`src/rtl/exp3_gravador_sequencia_if.sv`:
```
// Write port of the stored-sequence memory: the recorder drives it (master),
// the memory array sits on the slave side.
interface exp3_gravador_sequencia_if #(
    parameter int ADDR_W = 4,
    parameter int DATA_W = 4
);
    logic              mem_we;
    logic [ADDR_W-1:0] mem_addr;
    logic [DATA_W-1:0] mem_dado;

    modport master (output mem_we, output mem_addr, output mem_dado);
    modport slave  (input  mem_we, input  mem_addr, input  mem_dado);
endinterface

```
`src/rtl/exp3_gravador_sequencia.sv`:
```
// Sequence recorder: after iniciar, each debounced-edge press on jogada stores
// chaves at the next memory address until all DEPTH entries are written.
module exp3_gravador_sequencia #(
    parameter int ADDR_W = 4,
    parameter int DATA_W = 4
) (
    input  logic                 clock,
    input  logic                 reset,
    input  logic                 iniciar,
    input  logic                 jogada,
    input  logic [DATA_W-1:0]    chaves,
    exp3_gravador_sequencia_if.master mem,
    output logic                 pronto,
    output logic                 ocupado,
    output logic [ADDR_W-1:0]    db_contagem,
    output logic [3:0]           db_estado
);
    localparam logic [ADDR_W-1:0] LAST = '1;

    typedef enum logic [3:0] {
        INICIAL  = 4'h0,
        PREPARA  = 4'h1,
        ESPERA   = 4'h2,
        REGISTRA = 4'h3,
        GRAVA    = 4'h4,
        PROXIMO  = 4'h5,
        FIM      = 4'hF
    } estado_t;

    estado_t           estado, estado_prox;
    logic              s1, s2, s3;
    logic              jog_ed;
    logic [ADDR_W-1:0] contagem;
    logic [DATA_W-1:0] dado;
    logic              zera, registra, conta;

    // NOTE: non-blocking assignments make every flop sample the pre-edge value,
    // so the chain really delays by one clock per stage.
    always_ff @(posedge clock or negedge reset) begin
        if (!reset) begin
            s1 <= 1'b0;
            s2 <= 1'b0;
            s3 <= 1'b0;
        end else begin
            s1 <= jogada;
            s2 <= s1;
            s3 <= s2;
        end
    end

    assign jog_ed = s2 & ~s3;

    always_ff @(posedge clock or negedge reset) begin
        if (!reset) estado <= INICIAL;
        else        estado <= estado_prox;
    end

    // NOTE: every signal gets its default first so no path leaves it unassigned
    // and no latch is inferred.
    always_comb begin
        estado_prox = estado;
        zera        = 1'b0;
        registra    = 1'b0;
        conta       = 1'b0;
        case (estado)
            INICIAL:  if (iniciar) estado_prox = PREPARA;
            PREPARA: begin
                zera        = 1'b1;
                estado_prox = ESPERA;
            end
            ESPERA:   if (jog_ed) estado_prox = REGISTRA;
            REGISTRA: begin
                registra    = 1'b1;
                estado_prox = GRAVA;
            end
            GRAVA:    estado_prox = PROXIMO;
            PROXIMO: begin
                if (contagem == LAST) begin
                    estado_prox = FIM;
                end else begin
                    conta       = 1'b1;
                    estado_prox = ESPERA;
                end
            end
            FIM:      if (iniciar) estado_prox = PREPARA;
            default:  estado_prox = INICIAL;
        endcase
    end

    // Counter saturates at LAST: FIM is taken instead of incrementing.
    always_ff @(posedge clock or negedge reset) begin
        if (!reset) begin
            contagem <= '0;
            dado     <= '0;
        end else begin
            if (zera)       contagem <= '0;
            else if (conta) contagem <= contagem + 1'b1;
            if (zera)          dado <= '0;
            else if (registra) dado <= chaves;
        end
    end

    assign mem.mem_we   = (estado == GRAVA);
    assign mem.mem_addr = contagem;
    assign mem.mem_dado = dado;
    assign pronto       = (estado == FIM);
    assign ocupado      = (estado != INICIAL) && (estado != FIM);
    assign db_contagem  = contagem;
    assign db_estado    = estado;
endmodule

```
`src/flat_wrapper.sv`:
```
// flat-port wrapper written by rule: the top's interface ports become plain ports
module exp3_gravador_sequencia_flat 
#(
    parameter int ADDR_W = 4,
    parameter int DATA_W = 4
)
  (clock, reset, iniciar, jogada, chaves, pronto, ocupado, db_contagem, db_estado, mem_mem_we, mem_mem_addr, mem_mem_dado);
  exp3_gravador_sequencia_if #(.ADDR_W(ADDR_W), .DATA_W(DATA_W)) mem_i ();
  input  logic clock;
  input  logic reset;
  input  logic iniciar;
  input  logic jogada;
  input  logic [DATA_W-1:0] chaves;
  output logic pronto;
  output logic ocupado;
  output logic [ADDR_W-1:0] db_contagem;
  output logic [3:0] db_estado;
  output wire logic [$bits(mem_i.mem_we)-1:0] mem_mem_we;
  output wire logic [$bits(mem_i.mem_addr)-1:0] mem_mem_addr;
  output wire logic [$bits(mem_i.mem_dado)-1:0] mem_mem_dado;
  assign mem_mem_we = mem_i.mem_we;
  assign mem_mem_addr = mem_i.mem_addr;
  assign mem_mem_dado = mem_i.mem_dado;
  exp3_gravador_sequencia #(.ADDR_W(ADDR_W), .DATA_W(DATA_W)) u_core (.clock(clock), .reset(reset), .iniciar(iniciar), .jogada(jogada), .chaves(chaves), .mem(mem_i), .pronto(pronto), .ocupado(ocupado), .db_contagem(db_contagem), .db_estado(db_estado));
endmodule
```
`config.mk`:
```
export PLATFORM = sky130hd
export DESIGN_NAME = exp3_gravador_sequencia_flat
export DESIGN_NICKNAME = d
export VERILOG_FILES = /design/src/rtl/exp3_gravador_sequencia_if.sv /design/src/rtl/exp3_gravador_sequencia.sv /design/src/flat_wrapper.sv
export SDC_FILE = /design/constraint.sdc
export NUM_CORES = 1
export LEC_CHECK = 0
export CORE_MARGIN = 2
export CORE_UTILIZATION = 49
export CTS_BUF_LIST = sky130_fd_sc_hd__clkbuf_8
export DETAILED_ROUTE_END_ITERATION = 16
export PLACE_DENSITY = 0.86
export SLEW_MARGIN = 20
export SYNTH_ARGS = -nofsm -noshare
export SYNTH_HDL_FRONTEND = slang
export SYNTH_SLANG_ARGS = --single-unit
```
`constraint.sdc`:
```
create_clock -name clock -period 2.25 [get_ports clock]
set_input_delay 0.45 -clock clock [delete_from_list [all_inputs] [get_ports clock]]
set_output_delay 0.45 -clock clock [all_outputs]
set_load 0.03 [all_outputs]
```
Word-level counts from Yosys, hierarchy flattened
Index checks and enable logic that the tools add are counted.
Storage, ports and cells
  flip-flop bits (word level): 15
  latch bits: 0
  memory bits (writable): 0
  ROM bits: 0
  input bits: 8
  output and inout port bits: 19
  word-level logic and storage cells: 38
  memories: 0
Cells by class
  add/sub/neg operators: 1
  multiply operators: 0
  divide/modulo/power cells: 0
  order comparisons: 0
  equality and inequality tests: 10
  shifts and indexed selects: 0
  muxes and demuxes: 12
  bitwise logic cells: 2
  reduce and logical (&&, ||, !) cells: 7
Operator list (number)
  2-to-1 mux 4 bit: 7
  case mux 4 bit (6 select lines): 1
  equality test 4 x 2 -> 1 bit, second input constant: 2
  equality test 4 x 3 -> 1 bit, second input constant: 2
  equality test 4 bit, second input constant: 2
  adder 4 x 1 -> 4 bit, second input constant: 1
  equality test 4 x 1 -> 1 bit, second input constant: 1
  zero test 4 bit: 1
  2-to-1 mux 1 bit: 4
  != test 2 x 1 -> 1 bit, second input constant: 2
  != test 4 bit, second input constant: 1
  nonzero test 2 bit: 2
  nonzero test 4 bit: 1
  AND reduction 2 bit: 1
  OR reduction 2 bit: 1
  bitwise AND 1 bit: 1
  logical AND 1 bit: 1
  inverter 1 bit: 1

Logic depth before layout (Yosys ltp)
  depth after elaboration: 5
  depth in mapped cells: 5
  mapped depth without buffers: 5

Least setup slack after synthesis
No wires, ideal clock.
  path type: register to output
  start point: reg u_core.estado[1] (netlist: u_core.db_estado[1])
  end point: out mem_mem_we
  arrival time: 1.868 ns
  data required time: 1.800 ns
  setup slack: -0.068 ns
  stages on the path, launching flop included: 3
  buffers on the path: 1
  cells stage by stage: dfrtp_1 -> clkbuf_1 -> nor4b_1
On the way
  longest elaborated chain between the ends: 1
RTL lines
  start, declared: line exp3_gravador_sequencia.sv:30  | estado_t estado, estado_prox;
  start signal, assigned: line exp3_gravador_sequencia.sv:55  | else estado <= estado_prox;
  equality test 4 x 3 -> 1 bit: line exp3_gravador_sequencia.sv:103  | assign mem.mem_we = (estado == GRAVA);
  end, declared: line flat_wrapper.sv:18  | output wire logic [$bits(mem_i.mem_we)-1:0] mem_mem_we;
No other way between the ends.

Worst setup path after layout
Ends and elaborated chain as after synthesis.

==> summary.txt <==
Outcome
  – Status: finished clean

STA
  – Setup violations, final: 0
  – Worst Skew: around 0.00086 ns
  – Setup WS post-layout: between 0.1 and 0.15 ns
  – Relative slew slack: 55.7%
  – Final Critical Period: approximately 2.1 ns
  – Period utilization: 95.1%
  – RSZ-0062 raised after global routing: false
  – Final TNS setup: 0 ns
  – Max Transition Viols Final: 0
  – Top achievable clock speed: approximately 0.47 GHz
  – Worst-Margin Slew: roughly 0.66 ns
  – Hold Violations, Final: 0

Finish
  – Design area: 0.00108 mm²
  – Area occupied by multi-input gates: between 300 and 400 µm²
  – FILL cells: between 100 and 150
  – Layout cells sized above 1: 15.1%
  – Ant diodes: 0
  – Syn-to-layout area delta: 40.8%
  – Total Nets Final: approximately 120
  – Register Area: roughly 380 µm²

Critical path
  – Slowest CP cell: clkdlybuf4s50_1
  – Worst endpoint data arrival time: 1.69 ns
  – Crit-path max cell delay: 0.70 ns
  – Crit. End Element: output pin
  – Type of origin of the critical path: register
  – Req. time, crit path: between 1.5 and 2 ns
  – Critical path type: register to output pin
  – Critical path cell sequence: nor4b_2 > clkdlybuf4s50_1
  – CP max FO: 8

Die
  – FP Rows: 14
  – Starting density of the core: between 50% and 60%
  – Die Y: approximately 44 µm
  – Die area: between 0.0015 and 0.002 mm²
  – Die W: approximately 44 µm
  – I/O Pins: 27
  – Total core area: ~0.0015 mm²

Global routing
  – GRT Overall Usage: approximately 20%
  – First-pass GRT wire length: around 2800 µm
  – Initial antenna violation count: 0
  – Total congestion overflow: 0
  – Largest net degree at the start of global routing: 16
  – Vias in the first global route: about 620

Clocking
  – PostCTS Resize Cnt: 0
  – H-tree Lvls: 1
  – Clock transition at path regs: ~0.06 ns
  – Hold-fix buffers, CTS: 0
  – CTS tree: done
  – Clock sink count: 15
  – Total CTS buffers: 3
  – CTS root buffer: clkbuf_8
  – # Post-CTS Setup Buffers: 0
  – Clock Path Buffers: 2
  – Clk_lat worst skew: approximately 0.24 ns

Yosys
  – Seq/Total Area, Yosys: about half
  – Post-synthesis cell area: 769 µm²
  – Yosys cell types: 31
  – Synthesis Warnings: 0
  – Share of flip-flops with an asynchronous set or reset: 100%
  – Synthesized flop and latch total: 15
  – Synthesized area per cell: just under 10 µm²
  – Primary FF master, synth: dfrtp_1
  – Post-synth EDFFs: 0
  – Mapped Cells: 80
  – Syn Nets: 89

Min path
  – Hold Crit Class: register to register

Route
  – DR vias/cell: around 5.5
  – Pre-Repair DR Iteration Count: 2
  – Vias: about 670
  – Post-route DRC: 0
  – WL final: ~1600 µm
  – Avg WL per Cell: 13.4 µm
  – Antenna-violating nets left: 0
  – Iter 0 DRT Violations: 5

Power and ir drop
  – Peak VDD IR: between 0.0007 and 0.0008 V
  – Internal: roughly 740 µW
  – Reg power frac: approximately a third
  – Net load switching power: between 500 and 600 µW
  – Sw frac: 44.1%
  – Pleak: between 0.4 and 0.5 nW
  – Clk pwr share: between 15 and 20%
  – Combinational Power Share: 52.1%
  – Pwr per Cell Area: 1220 mW/mm²

Flow run
  – Max-cap violations: 0

Place
  – Pre-CTS setup slack: between 0.3 and 0.4 ns
  – Gpl congestion: about 0.74
  – Placed cell area: ~0.0010 mm²
  – Port Buffer Count: 26
  – Detailed Place HPWL: between 1000 and 1500 µm
## path summary, 6_finish.rpt
| path | from | endpoint | slack, ns | depth (start not counted) |
|---|---|---|---|---|
| worst min-delay path | u_core.s1 | u_core.s2 | 0.35 | 0 |
| worst max register to register | u_core.db_estado[1] | u_core.db_contagem[3] | 0.70 | 5 |
| worst max-delay path | u_core.db_estado[1] | mem_mem_we | 0.11 | 2 |
| worst min register to register | u_core.s1 | u_core.s2 | 0.35 | 0 |
| min in group asynchronous | reset | u_core.mem.mem_dado[2] | 0.61 | 1 |
| max in group asynchronous | reset | u_core.db_contagem[3] | 1.22 | 1 |
## critical path, delay by kind of cell, from the launching register on
| family | cells | cell delay (ns) |
|---|---|---|
| buffers and inverters | 1 | 0.70 |
| flip-flops | 1 | 0.46 |
| AND/OR/NAND/NOR | 1 | 0.28 |
## power by group through the flow
stage / sequential, mW / clock (mW) / combinational [mW]
detailed placement: 0.423 / 0 / 0.693
finish: 0.420 / 0.215 / 0.691
global placement: 0.418 / 0 / 0.677
floorplan: 0.519 / 0 / 0.341
global route: 0.435 / 0.233 / 0.748
CTS: 0.421 / 0.218 / 0.697
## cell families after synthesis
| logic type | share of synthesized area, % |
|---|---|
| compound gates | 15.3 |
| xor+xnor | 1.14 |
| fa+ha+maj | 1.63 |
| buf+inv | 7.97 |
| flops | 48.8 |
| mux | 1.30 |
| simple gates | 23.9 |
## per-stage QoR
step                      hold WS (ns)  total power, mW  util (%)  std cells
final                            0.352             1.33      72.8        122
after global routing             0.357             1.42      72.8        122
after CTS                        0.355             1.34      72.4        122
after detailed placement         0.341             1.12      69.3        118
after global placement           0.337             1.10      69.3        118
after floorplan                  0.154            0.860         -         80
## synthesized netlist by cell type, drive strengths merged (2+ instances only)
cell type / instances / share of area [%]
o21ai: 8 / 5.2
buf: 6 / 5.5
a21oi: 6 / 3.9
nor3: 3 / 3.3
nor4b: 2 / 3.1
nand4: 2 / 3.6
inv: 4 / 2.0
nand3: 3 / 2.0
nor2: 7 / 4.1
nand2: 11 / 5.4
dfrtp: 15 / 49
## area by class of cell
cell class,instances,share of cell area [%]
Multi-Input combinational cell,54,31.3
Clock inverter,1,0.462
Tap cell,16,1.85
Inverter,4,1.39
Timing Repair Buffer,29,26.6
Clock buffer,3,3.81
Sequential cell,15,34.6
## layout by cell type (no fill, tap or decap)
master	n
and3_1	1
nor3_1	1
nand2_1	11
ha_1	1
a31oi_1	1
buf_4	3
nor4b_2	2
o22ai_1	1
o21ai_0	2
a21boi_0	1
clkdlybuf4s50_1	24
nor3_2	2
a22oi_1	1
a21oi_1	6
clkinv_2	1
mux2i_1	1
clkbuf_8	3
dfrtp_1	15
inv_1	3
nand3_1	3
nor2_1	5
inv_2	1
a211oi_1	1
nor2_2	2
xor2_1	1
nand4_1	1
dlymetal6s2s_1	2
o31ai_2	1
nand4_4	1
nand3b_1	1
o21ai_1	6
nor2b_1	1
## registers in the layout, summed over array words and instances, names as in the netlist
register and cells:
u_core.db_contagem 4, u_core.db_estado 4, u_core.mem.mem_dado 4, u_core.s1 1, u_core.s2 1, u_core.s3 1
## per-layer routing
layer	share of wire, %	GRT usage, %
met1	43	25.3
met5	0	0
met2	53	33.2
met4	0.49	9.09
met3	3.3	4.17
Note: power is estimated with default switching activity, not from simulation.
